$ cat config.mk
export PLATFORM = sky130hd
export DESIGN_NAME = bp_be_fma_wb_buffer
export DESIGN_NICKNAME = d
export VERILOG_FILES = /design/src/rtl/bp_be_fma_wb_buffer.sv
export SDC_FILE = /design/constraint.sdc
export NUM_CORES = 1
export LEC_CHECK = 0
export CELL_PAD_IN_SITES_DETAIL_PLACEMENT = 2
export CELL_PAD_IN_SITES_GLOBAL_PLACEMENT = 2
export CORE_MARGIN = 5
export CORE_UTILIZATION = 40
export CTS_CLUSTER_DIAMETER = 80
export CTS_CLUSTER_SIZE = 20
export DETAILED_ROUTE_END_ITERATION = 10
export GPL_TIMING_DRIVEN = 1
export MAX_ROUTING_LAYER = met4
export PLACE_DENSITY = 0.9
export SLEW_MARGIN = 40
export SYNTH_ARGS = -nofsm -noshare
export SYNTH_HDL_FRONTEND = slang
export SYNTH_SLANG_ARGS = --single-unit
$ cat constraint.sdc
create_clock -name clk_i -period 5.9 [get_ports clk_i]
set_input_delay 1.77 -clock clk_i [delete_from_list [all_inputs] [get_ports clk_i]]
set_output_delay 1.77 -clock clk_i [all_outputs]
set_load 0.01 [all_outputs]
$ cat src/rtl/bp_be_fma_wb_buffer.sv
// bp_be_fma_wb_buffer: in-order writeback FIFO for FMA/IMUL results with dispatch credits and FP flag accrual.
// Ports:
//   clk_i, reset_n_i                       clock, async active-low reset
//   dispatch_v_i / ready_o                 credit consume / credits available
//   squash_v_i                             return a credit for a poisoned in-flight op
//   fma_v_i, fma_data_i, fma_fflags_i, fma_rd_i   FMA result (FP regfile)
//   imul_v_i, imul_data_i, imul_rd_i              IMUL result (integer regfile)
//   wb_v_o, wb_ready_i, wb_fp_o, wb_rd_o, wb_data_o   head-of-queue writeback port
//   fflags_o, fflags_clr_i                 sticky FP exception flags, clear on fcsr write
module bp_be_fma_wb_buffer #(
    parameter int els_p            = 4,
    parameter int dpath_width_p    = 66,
    parameter int reg_addr_width_p = 5
) (
    input  logic                        clk_i,
    input  logic                        reset_n_i,
    input  logic                        dispatch_v_i,
    output logic                        ready_o,
    input  logic                        fma_v_i,
    input  logic [dpath_width_p-1:0]    fma_data_i,
    input  logic [4:0]                  fma_fflags_i,
    input  logic [reg_addr_width_p-1:0] fma_rd_i,
    input  logic                        imul_v_i,
    input  logic [dpath_width_p-1:0]    imul_data_i,
    input  logic [reg_addr_width_p-1:0] imul_rd_i,
    input  logic                        squash_v_i,
    output logic                        wb_v_o,
    input  logic                        wb_ready_i,
    output logic                        wb_fp_o,
    output logic [reg_addr_width_p-1:0] wb_rd_o,
    output logic [dpath_width_p-1:0]    wb_data_o,
    output logic [4:0]                  fflags_o,
    input  logic                        fflags_clr_i
);
    localparam int ptr_w = (els_p > 1) ? $clog2(els_p) : 1;
    localparam int cnt_w = $clog2(els_p + 1);

    typedef struct packed {
        logic                        fp;
        logic [reg_addr_width_p-1:0] rd;
        logic [dpath_width_p-1:0]    data;
        logic [4:0]                  fflags;
    } entry_t;

    entry_t             mem_q [els_p];
    entry_t             mem_d [els_p];
    logic [ptr_w-1:0]   wr_ptr_q, wr_ptr_d, rd_ptr_q, rd_ptr_d, wr_ptr_p1;
    logic [cnt_w-1:0]   count_q, count_d, credits_q, credits_d;
    logic [cnt_w:0]     count_sum, credits_sum;
    logic [4:0]         fflags_q, fflags_d;
    logic [1:0]         n_enq;
    logic               hs;
    entry_t             head, fma_e, imul_e;

    // Pointers wrap explicitly so non-power-of-two depths work.
    function automatic logic [ptr_w-1:0] inc(input logic [ptr_w-1:0] p);
        return (p == ptr_w'(els_p - 1)) ? '0 : p + 1'b1;
    endfunction

    always_comb begin
        head      = mem_q[rd_ptr_q];
        hs        = (count_q != '0) & wb_ready_i;
        fma_e     = {1'b1, fma_rd_i, fma_data_i, fma_fflags_i};
        imul_e    = {1'b0, imul_rd_i, imul_data_i, 5'b0};
        n_enq     = {1'b0, fma_v_i} + {1'b0, imul_v_i};
        wr_ptr_p1 = inc(wr_ptr_q);
        mem_d     = mem_q;
        // IMUL takes the older slot when both results land together.
        if (imul_v_i) mem_d[wr_ptr_q] = imul_e;
        if (fma_v_i) mem_d[imul_v_i ? wr_ptr_p1 : wr_ptr_q] = fma_e;
        wr_ptr_d    = (n_enq == 2'd2) ? inc(wr_ptr_p1) : (n_enq == 2'd1) ? wr_ptr_p1 : wr_ptr_q;
        rd_ptr_d    = hs ? inc(rd_ptr_q) : rd_ptr_q;
        count_sum   = (cnt_w+1)'(count_q) + (cnt_w+1)'(n_enq) - (cnt_w+1)'(hs);
        count_d     = count_sum[cnt_w-1:0];
        credits_sum = (cnt_w+1)'(credits_q) - (cnt_w+1)'(dispatch_v_i) + (cnt_w+1)'(hs) + (cnt_w+1)'(squash_v_i);
        credits_d   = credits_sum[cnt_w-1:0];
        // Flags accrue only when an FP result is actually written; clear loses to the head's flags.
        fflags_d    = (fflags_clr_i ? 5'b0 : fflags_q) | ((hs && head.fp) ? head.fflags : 5'b0);
    end

    always_ff @(posedge clk_i or negedge reset_n_i) begin
        if (!reset_n_i) begin
            mem_q     <= '{default: '0};
            wr_ptr_q  <= '0;
            rd_ptr_q  <= '0;
            count_q   <= '0;
            credits_q <= cnt_w'(els_p);
            fflags_q  <= '0;
        end else begin
            mem_q     <= mem_d;
            wr_ptr_q  <= wr_ptr_d;
            rd_ptr_q  <= rd_ptr_d;
            count_q   <= count_d;
            credits_q <= credits_d;
            fflags_q  <= fflags_d;
        end
    end

    always_ff @(posedge clk_i) begin
        if (reset_n_i) begin
            assert (!(dispatch_v_i && credits_q == '0)) else $error("dispatch with no credits");
            assert (count_sum <= (cnt_w+1)'(els_p)) else $error("enqueue overflows buffer");
            assert (credits_sum <= (cnt_w+1)'(els_p)) else $error("credit count exceeds depth");
        end
    end

    assign ready_o   = credits_q != '0;
    assign wb_v_o    = count_q != '0;
    assign wb_fp_o   = head.fp;
    assign wb_rd_o   = head.rd;
    assign wb_data_o = head.data;
    assign fflags_o  = fflags_q;
endmodule

==> summary.md, run 1 <==
| Metric | Value |
|---|---|
| Status | complete, no violations |
| Initial drt markers | 670 |
| Final hold violation count | 0 |
| Req. time, crit path | 4.13 ns |
| Pwr Total | 0.0122 W |
| PortBufs | between 200 and 250 |
| VDD IR max | ~0.27 mV |
| CP arrival | 2.99 ns |
| WS Path Type | flip-flop to primary output |
| Max-capacitance violation count | 0 |
| Detailed Routing Iterations Pass 1 | 4 |
| Vias | 12400 |
| Die width | 215 µm |
| Post-synth EDFFs | 0 |
| Die height | 215 µm |
| Root Driver | clkbuf_16 |
| First-pass GRT wire length | 90.0 mm |
| Area Growth Syn to Fin | 21.9% |
| Initial Utilization | 0.403 |
| CTS sink count | roughly 320 |
| DP Cell Count | 2111 |
| Crit path to | wb_data_o[29] |
| H-tree levels | 1 |
| Reg2reg end | mem_q[49] |
| Mapped Avg Cell Area | roughly 12 µm² |
| Post-DR wirelength/cell | 26.3 µm |
| Leak | 9.49 nW |
| GPL Wtd Cong | 0.801 |
| Non-Filler Instances | between 2000 and 2500 |
| Fin nets | between 1500 and 2000 |
| Largest net degree at the start of global routing | 154 |
| Core Box Area | 41800 µm² |
| CTS resizes | 0 |
| Cells after synthesis | 1422 |
| Ys async rst share | 1.00 |
| Net Switching | 0.00462 W |
| Final Max Tran Viols | 0 |
| Vias in the first global route | 14800 |
| Comb pwr share | 0.518 |
| Hold_buf cts | 0 |
| Setup TNS Final | 0 ns |
| Synth Cell Area | between 15000 and 20000 µm² |
| FP Rows | 75 |
| Clock transition at the registers of the reported paths | about 0.090 ns |
| DRC viols | 0 |
| Register-to-Register Path Depth | 8 |
| Seq pwr share | 0.341 |
| Fmax | 0.210 GHz |
| Worst min path class | flip-flop to flip-flop |
| Post-Route WL | 56.7 mm |
| Filler cells | ~4000 |
| Die ar. | approximately 46000 µm² |
| Post-DR vias/cell | between 5 and 6 |
| Post-route ant nets | 0 |
| Crit start category | flip-flop |
| Critical path startpoint | rd_ptr_q[0] |
| Flops & latches, synth | 323 |
| Clk pwr share | 0.141 |
| Share of layout cells above drive strength 1 | 0.186 |
| Initial antenna violation count | 5 |
| Io pins | approximately 230 |
| Final Critical Period | 4.76 ns |
| RSZ-0062 raised after global routing | no |
| Cts bufs inserted | 24 |
| Hpwl dp | around 37 mm |
| Skew-Pair Late Insertion Delay | 0.56 ns |
| Worst-Margin Slew | 0.834 ns |
| CTS max path bufs | 3 |
| GR Util All Layers | 0.251 |
| Reg2reg start | wr_ptr_q[0] |
| Sw frac | 0.381 |
| Final period util | 0.807 |
| Top_reg_cell synth | dfrtp_1 |
| Synthesis Warnings | 0 |
| Seq/Total Area, Yosys | 0.480 |
| Setup Viol. Count Final | 0 |
| Post-CTS Setup Bufs | 0 |
| P_int | 0.00753 W |
| CP max FO | 23 |
| Unique masters post-synth | 31 |
| Final setup skew | 0.0197 ns |
| CP endpoint kind | primary output |
| Pwr per Cell Area | 593 nW/µm² |
| CTS tree | yes |
| R2R setup slack | 3.04 ns |
| Syn_nets | roughly 1600 |
| Max transition margin | 0.444 |
| Congestion Overflow GR | 0 |
==> metal layers <==
metal | share of wire | track usage | vias to the layer above
met5 | 0 | - | -
met4 | 0.018 | 0.0542 | 0
met3 | 0.042 | 0.0411 | 76
met2 | 0.53 | 0.444 | 255
met1 | 0.41 | 0.304 | 6651
li1 | - | - | 5455
==> worst max-delay path, cell delays in order, from the launching register on <==
cell and delay, ns:
dfrtp_4 0.81, buf_4 0.47, mux4_2 0.57, clkdlybuf4s50_1 0.56
==> layout by cell type, fill, tap and decap left out, types with 4 or more instances in the layout <==
| cell | Yosys | routed |
|---|---|---|
| dfrtp_1 | 322 | 320 |
| clkdlybuf4s50_1 | 0 | 232 |
| mux2i_1 | 218 | 218 |
| nor2_1 | 214 | 214 |
| a21oi_1 | 214 | 214 |
| mux2_2 | 144 | 144 |
| mux4_2 | 77 | 77 |
| clkbuf_16 | 0 | 25 |
| inv_1 | 24 | 24 |
| o21ai_0 | 21 | 21 |
| nand3_1 | 20 | 20 |
| nand2_1 | 19 | 16 |
| buf_12 | 0 | 14 |
| ha_1 | 12 | 12 |
| buf_4 | 16 | 12 |
| diode_2 | 0 | 6 |
| clkbuf_1 | 24 | 5 |
| nand2_4 | 0 | 4 |
| o21ai_4 | 0 | 4 |
==> registers in the layout, indices dropped and copies added, names as in the netlist <==
register	count
wr_ptr_q	2
rd_ptr_q	2
fflags_o	5
credits_q	3
mem_q	308
count_q	3
==> kinds of logic (layout without fill, tap and decap cells) <==
logic type               Yosys count  count (layout)  share of synthesized area
multiplexers                     439             439                      0.329
flip-flops                       323             323                      0.480
AND/OR/NAND/NOR                  266             266                     0.0638
AO/OA/AOI/OAI                    240             240                     0.0726
buffers and inverters            134             326                     0.0389
adder cells (fa/ha/maj)           15              15                     0.0125
XOR/XNOR                           5               5                    0.00260
other                              0               6                          0
==> per-stage QoR <==
stage | utilization | hold WS (ns) | setup slack, ns | area (µm²)
detailed placement | 0.472 | 0.477 | 1.27 | 19700
global route | 0.491 | 0.525 | 0.954 | 20500
finish | 0.491 | 0.496 | 1.14 | 20500
global placement | 0.472 | 0.461 | 1.40 | 19700
floorplan | - | 0.439 | 2.26 | 16800
CTS | 0.491 | 0.498 | 1.03 | 20500
==> area by class of cell <==
class                           instances  area, µm²  share of cell area
Inverter                               24       90.1             0.00439
Clock buffer                           30        644              0.0314
Antenna cell                            6       15.0            0.000732
Clock inverter                         12        124             0.00604
Multi-Input combinational cell        965       8140               0.397
Tap cell                              539        674              0.0329
Timing Repair Buffer                  260       2720               0.133
Sequential cell                       323       8090               0.395
==> synthesized netlist by cell type, types with 2 or more instances <==
cell type	instances	share of area
buf_2	67	0.020
buf_1	2	0.00045
nor3b_1	2	0.00089
o21ai_2	4	0.0021
or3_1	3	0.0011
ha_1	12	0.0089
mux4_2	77	0.10
nand2_1	19	0.0042
fa_1	3	0.0036
nand3_1	20	0.0059
mux2_2	144	0.096
nor2_1	214	0.048
xnor2_1	3	0.0016
clkbuf_1	24	0.0054
inv_1	24	0.0054
nor3_1	2	0.00059
dfrtp_1	322	0.48
xor2_1	2	0.0010
a21oi_1	214	0.064
buf_4	16	0.0071
mux2i_1	218	0.13
o21ai_0	21	0.0062
==> power groups by stage <==
stage | Clock, W | Sequential (W) | Combinational, W
after CTS | 0.00176 | 0.00416 | 0.00639
after detailed placement | 0 | 0.00419 | 0.00632
after global placement | 0 | 0.00404 | 0.00592
final | 0.00171 | 0.00415 | 0.00630
after floorplan | 0 | 0.00377 | 0.00402
after global routing | 0.00184 | 0.00429 | 0.00677
==> worst min-delay path by stage <==
stage                     from          to  slack (ns)  depth (start not counted)
finish               mem_q[76]   mem_q[76]        0.50                          2
global route        count_q[2]  count_q[2]        0.52                          1
CTS                  mem_q[76]   mem_q[76]        0.50                          2
detailed placement   mem_q[76]   mem_q[76]        0.48                          2
global placement    count_q[2]  count_q[2]        0.46                          1
floorplan           count_q[2]  count_q[2]        0.44                          1
Note: power is estimated with default switching activity, not from simulation.
==> run 2: changes to the inputs <==
Settings changed: CORE_UTILIZATION 40 to 37, PLACE_DENSITY 0.9 to 0.84.
Clock period 5.9 ns to 4.9 ns, I/O delays scaled along.
==> summary.md, run 2 (synthesized netlist as in run 1, its figures left out) <==
| Metric | Value |
|---|---|
| Final Critical Period | 4.23 ns |
| Max FFs per register | 308 |
| Crit start category | flip-flop |
| Post-Route WL | 54.0 mm |
| GPL Wtd Cong | 0.769 |
| Area Growth Syn to Fin | 22.7% |
| Post-CTS Setup Bufs | 0 |
| Max stage delay on crit path | 0.61 ns |
| Clock transition at the registers of the reported paths | 0.07 ns |
| Worst path slowest cell | mux4_2 |
| Final period util | 0.864 |
| Commonest non-fill, non-tap cell in the layout | dfrtp_1 |
| Die width | 223 µm |
| Max transition margin | 0.403 |
| Skew-Pair Late Insertion Delay | 0.57 ns |
| Fmax | 0.236 GHz |
| Register-to-Register Path Depth | 8 |
| Final setup skew | 0.0115 ns |
| Root Driver | clkbuf_16 |
| Vias in the first global route | around 14000 |
| Setup TNS Final | 0 ns |
| Core Box Area | ~45000 µm² |
| WS Path Type | flip-flop to primary output |
| Cells on Worst Hold Path | 1 |
| Setup Viol. Count Final | 0 |
| Final Max Tran Viols | 0 |
| Die ar. | 49800 µm² |
| Detailed Routing Iterations Pass 1 | 4 |
| CP arrival | 2.76 ns |
| Most frequent cells in the layout | dfrtp_1 (320), clkdlybuf4s50_1 (232), mux2i_1 (218), nor2_1 (214), a21oi_1 (214) |
| First-pass GRT wire length | 85.0 mm |
| Post-route ant nets | 0 |
| Worst min path class | flip-flop to flip-flop |
| Largest net degree at the start of global routing | roughly 150 |
| CP Cell Sequence | buf_12 > mux4_2 > clkdlybuf4s50_1 |
| Cts bufs inserted | 25 |
| Vias | 12300 |
| Io pins | ~230 |
| CTS sink count | about 320 |
| Worst-Margin Slew | 0.896 ns |
| CTS tree | yes |
| Final hold violation count | 0 |
| CTS max path bufs | 3 |
| RSZ-0062 raised after global routing | no |
| CP max FO | 80 |
| FP Rows | 78 |
| Initial drt markers | about 530 |
| Share of layout cells above drive strength 1 | 0.190 |
| GR Util All Layers | 0.220 |
| VDD IR max | 0.307 mV |
| R2R setup slack | between 2 and 2.5 ns |
| DRC viols | 0 |
| CTS resizes | 0 |
| Req. time, crit path | 3.43 ns |
| Die height | 223 µm |
| Post-route setup slack | between 0.6 and 0.7 ns |
| Leak | 9.52 nW |
| PortBufs | 233 |
| Hold_buf cts | 0 |
| Initial Utilization | 0.372 |
| Pre-CTS setup slack | 0.810 ns |
| H-tree levels | 1 |
| Max-capacitance violation count | 0 |
| Post-DR vias/cell | 5.54 |
| Hpwl dp | between 30 and 40 mm |
| CP endpoint kind | primary output |
| Reg with most FFs | mem_q |
| Status | complete, no violations |
| Post-DR wirelength/cell | around 24 µm |
| Pwr per Cell Area | around 700 nW/µm² |
| Filler cells | about 4500 |
| Congestion Overflow GR | 0 |
| Initial antenna violation count | 3 |
| Fin nets | 1770 |
-- run 2: cell types whose count changed in the layout (fill, tap and decap cells not counted), moves of 2 or more --
cell	delta
clkbuf_1	-5
inv_6	+4
clkinv_2	+4
buf_16	+2
-- run 2: path summary, 6_finish.rpt --
check,endpoint,from
max reg2reg,mem_q[109],wr_ptr_q[0]
max in group asynchronous,mem_q[61],reset_n_i
min in group asynchronous,mem_q[250],reset_n_i
max,wb_data_o[25],rd_ptr_q[0]
min,count_q[2],count_q[2]
min reg2reg,count_q[2],count_q[2]
-- run 2: critical path: cells and delay by family, from the launching register on --
| kind | cells | cell delay (ns) |
|---|---|---|
| buffers and inverters | 2 | 1.14 |
| DFF | 1 | 0.42 |
| muxes | 1 | 0.61 |
-- run 2: cell type report --
cell class                      count  area, µm²  share of cell area
Multi-Input combinational cell    965       8150               0.395
Sequential cell                   323       8090               0.392
Timing Repair Buffer              261       2750               0.133
Tap cell                          600        751              0.0364
Clock buffer                       25        626              0.0303
Clock inverter                     19        175             0.00848
Inverter                           24       90.1             0.00436
Antenna cell                        6       15.0            0.000727
-- run 2: report_power, final --
part	total, W	switching, W	internal, W
sequential	0.00486	0.000809	0.00405
clock	0.00212	0.00110	0.00102
combinational	0.00754	0.00351	0.00403
total	0.0145	0.00541	0.00910
-- run 2: per-stage QoR --
step	hold slack (ns)	power [W]	cells	utilization	instance area (µm²)
4_1_cts	0.493	0.0147	2216	0.456	20600
5_1_grt	0.515	0.0154	2220	0.457	20600
2_1_floorplan	0.439	0.00938	1422	-	16800
3_3_place_gp	0.457	0.0120	2171	0.438	19800
3_5_place_dp	0.473	0.0125	2172	0.438	19800
6_report	0.488	0.0145	2223	0.457	20700
-- run 2: metal layers --
metal	track usage	vias up	share of wire
met1	0.278	6557	0.43
li1	-	5486	-
met3	0.0412	49	0.047
met5	-	-	0
met4	0.0296	0	0.013
met2	0.379	219	0.51
==> run 3: changes to the inputs <==
Settings changed: CORE_MARGIN 5 to not set, CTS_CLUSTER_SIZE 20 to not set.
==> summary.md, run 3 (synthesized netlist as in run 1, its figures left out) <==
| Metric | Value |
|---|---|
| Status | complete, no violations |
| Vias | 12500 |
| Fin nets | 1794 |
| Hold_buf cts | 0 |
| CP endpoint kind | primary output |
| Die height | 215 µm |
| Max FFs per register | slightly above 300 |
| H-tree levels | 2 |
| Initial antenna violation count | 5 |
| Final period util | 0.882 |
| Reg2reg start | wr_ptr_q[0] |
| CP max FO | 27 |
| R2R setup slack | around 2.2 ns |
| Final Critical Period | 4.32 ns |
| Crit start category | flip-flop |
| Largest net degree at the start of global routing | between 100 and 150 |
| CTS sink count | ~320 |
| Setup Viol. Count Final | 0 |
| Register-to-Register Path Depth | 6 |
| RSZ-0062 raised after global routing | no |
| Worst min path class | flip-flop to flip-flop |
| Cts bufs inserted | 39 |
| Setup TNS Final | 0 ns |
| CP arrival | 2.85 ns |
| Hpwl dp | 35.8 mm |
| Skew-Pair Late Insertion Delay | 0.55 ns |
| Reg with most FFs | mem_q |
| Post-CTS Setup Bufs | 0 |
| Final setup skew | 0.0116 ns |
| Commonest non-fill, non-tap cell in the layout | dfrtp_1 |
| Share of layout cells above drive strength 1 | 0.198 |
| Post-Route WL | 56.4 mm |
| WS Path Type | flip-flop to primary output |
| Detailed Routing Iterations Pass 1 | 4 |
| Worst hold margin | 0.485 ns |
| Io pins | 234 |
| Area of the multi-input gates | 8140 µm² |
| FP Rows | 77 |
| Root Driver | clkbuf_16 |
| WHS Endpoint | mem_q[307] |
| Pwr per Cell Area | ~730 nW/µm² |
| First-pass GRT wire length | 88.5 mm |
| Post-Place Cell Area | 19900 µm² |
| DRC viols | 0 |
| Initial drt markers | 566 |
| Clock transition at the registers of the reported paths | around 0.060 ns |
| Core Box Area | 44500 µm² |
| Final hold violation count | 0 |
| Post-DR vias/cell | 5.56 |
| PortBufs | 233 |
| Area Growth Syn to Fin | 25.7% |
| Vias in the first global route | 14800 |
| GR Util All Layers | 0.255 |
| Die width | 215 µm |
| Min-Delay Startpoint | mem_q[307] |
| GPL Wtd Cong | around 0.76 |
| CTS resizes | 0 |
| Leak | about 9.8 nW |
| Filler cells | 4430 |
| VDD IR max | 0.329 mV |
| CTS max path bufs | 3 |
| Max-capacitance violation count | 0 |
| Initial Utilization | 0.378 |
| Fmax | around 0.23 GHz |
| Congestion Overflow GR | 0 |
| Post-route ant nets | 0 |
| Most frequent cells in the layout | dfrtp_1 (320), clkdlybuf4s50_1 (232), mux2i_1 (218), nor2_1 (214), a21oi_1 (214) |
| Final instance area | roughly 21000 µm² |
| Req. time, crit path | 3.43 ns |
| Post-DR wirelength/cell | 25.1 µm |
| Reg2reg end | mem_q[303] |
| Cells on Worst Hold Path | 2 |
| Max transition margin | 0.460 |
| Register area | slightly above 8000 µm² |
| Die ar. | 46300 µm² |
| CTS tree | yes |
| Final Max Tran Viols | 0 |
| Worst-Margin Slew | 0.811 ns |
run 3: changes by cell type in the layout (fill, tap and decap cells not counted), sizes merged:
cell / delta
buf: +10
bufinv: +1
clkbuf: +39
clkinv: -6
clkinvlp: -3
inv: -7
run 3: metrics by stage:
| step | cells | total power [W] | util | worst slack [ns] |
|---|---|---|---|---|
| floorplan | 1422 | 0.00938 | - | 1.56 |
| global placement | 2173 | 0.0120 | 0.445 | 0.988 |
| detailed placement | 2175 | 0.0125 | 0.446 | 0.925 |
| CTS | 2243 | 0.0156 | 0.475 | 0.486 |
| global route | 2248 | 0.0163 | 0.475 | 0.398 |
| finish | 2249 | 0.0155 | 0.475 | 0.579 |
run 3: worst max-delay path: stages, from the launching register on:
cell	delay, ns
dfrtp_4	0.84
buf_4	0.33
mux4_2	0.53
clkdlybuf4s50_1	0.57
run 3: worst max-delay path by stage:
| stage | startpoint | end | slack [ns] | cells after the start |
|---|---|---|---|---|
| floorplan | fma_v_i | count_q[2] | 1.56 | 10 |
| global placement | imul_v_i | count_q[2] | 0.99 | 11 |
| detailed placement | imul_v_i | count_q[2] | 0.93 | 11 |
| CTS | rd_ptr_q[0] | wb_data_o[12] | 0.49 | 3 |
| global route | rd_ptr_q[0] | wb_data_o[12] | 0.40 | 3 |
| finish | rd_ptr_q[0] | wb_data_o[53] | 0.58 | 3 |
run 3: layout make-up:
type                    instances  area share
clock buffers                  64      0.0564
diodes                          6    0.000710
clock inverters                 4     0.00361
repair buffers                271       0.132
flip-flops and latches        323       0.383
inverters                      24     0.00426
well taps                     592      0.0350
multi-input cells             965       0.385
run 3: per-layer routing:
| metal | up-vias | wire (µm) | track usage | part of all wire |
|---|---|---|---|---|
| met3 | 78 | 2540 | 0.0429 | 0.045 |
| met5 | - | 0 | - | 0 |
| met2 | 284 | 29000 | 0.437 | 0.51 |
| met1 | 6638 | 23600 | 0.308 | 0.42 |
| li1 | 5509 | - | - | - |
| met4 | 0 | 1210 | 0.0742 | 0.021 |
run 3: where the power goes:
group	total (W)	leakage (nW)	internal, W	switching, W
Combinational	0.00753	5.45	0.00405	0.00349
Sequential	0.00502	3.72	0.00406	0.000958
Clock	0.00292	0.619	0.00176	0.00116
Total	0.0155	9.79	0.00987	0.00560
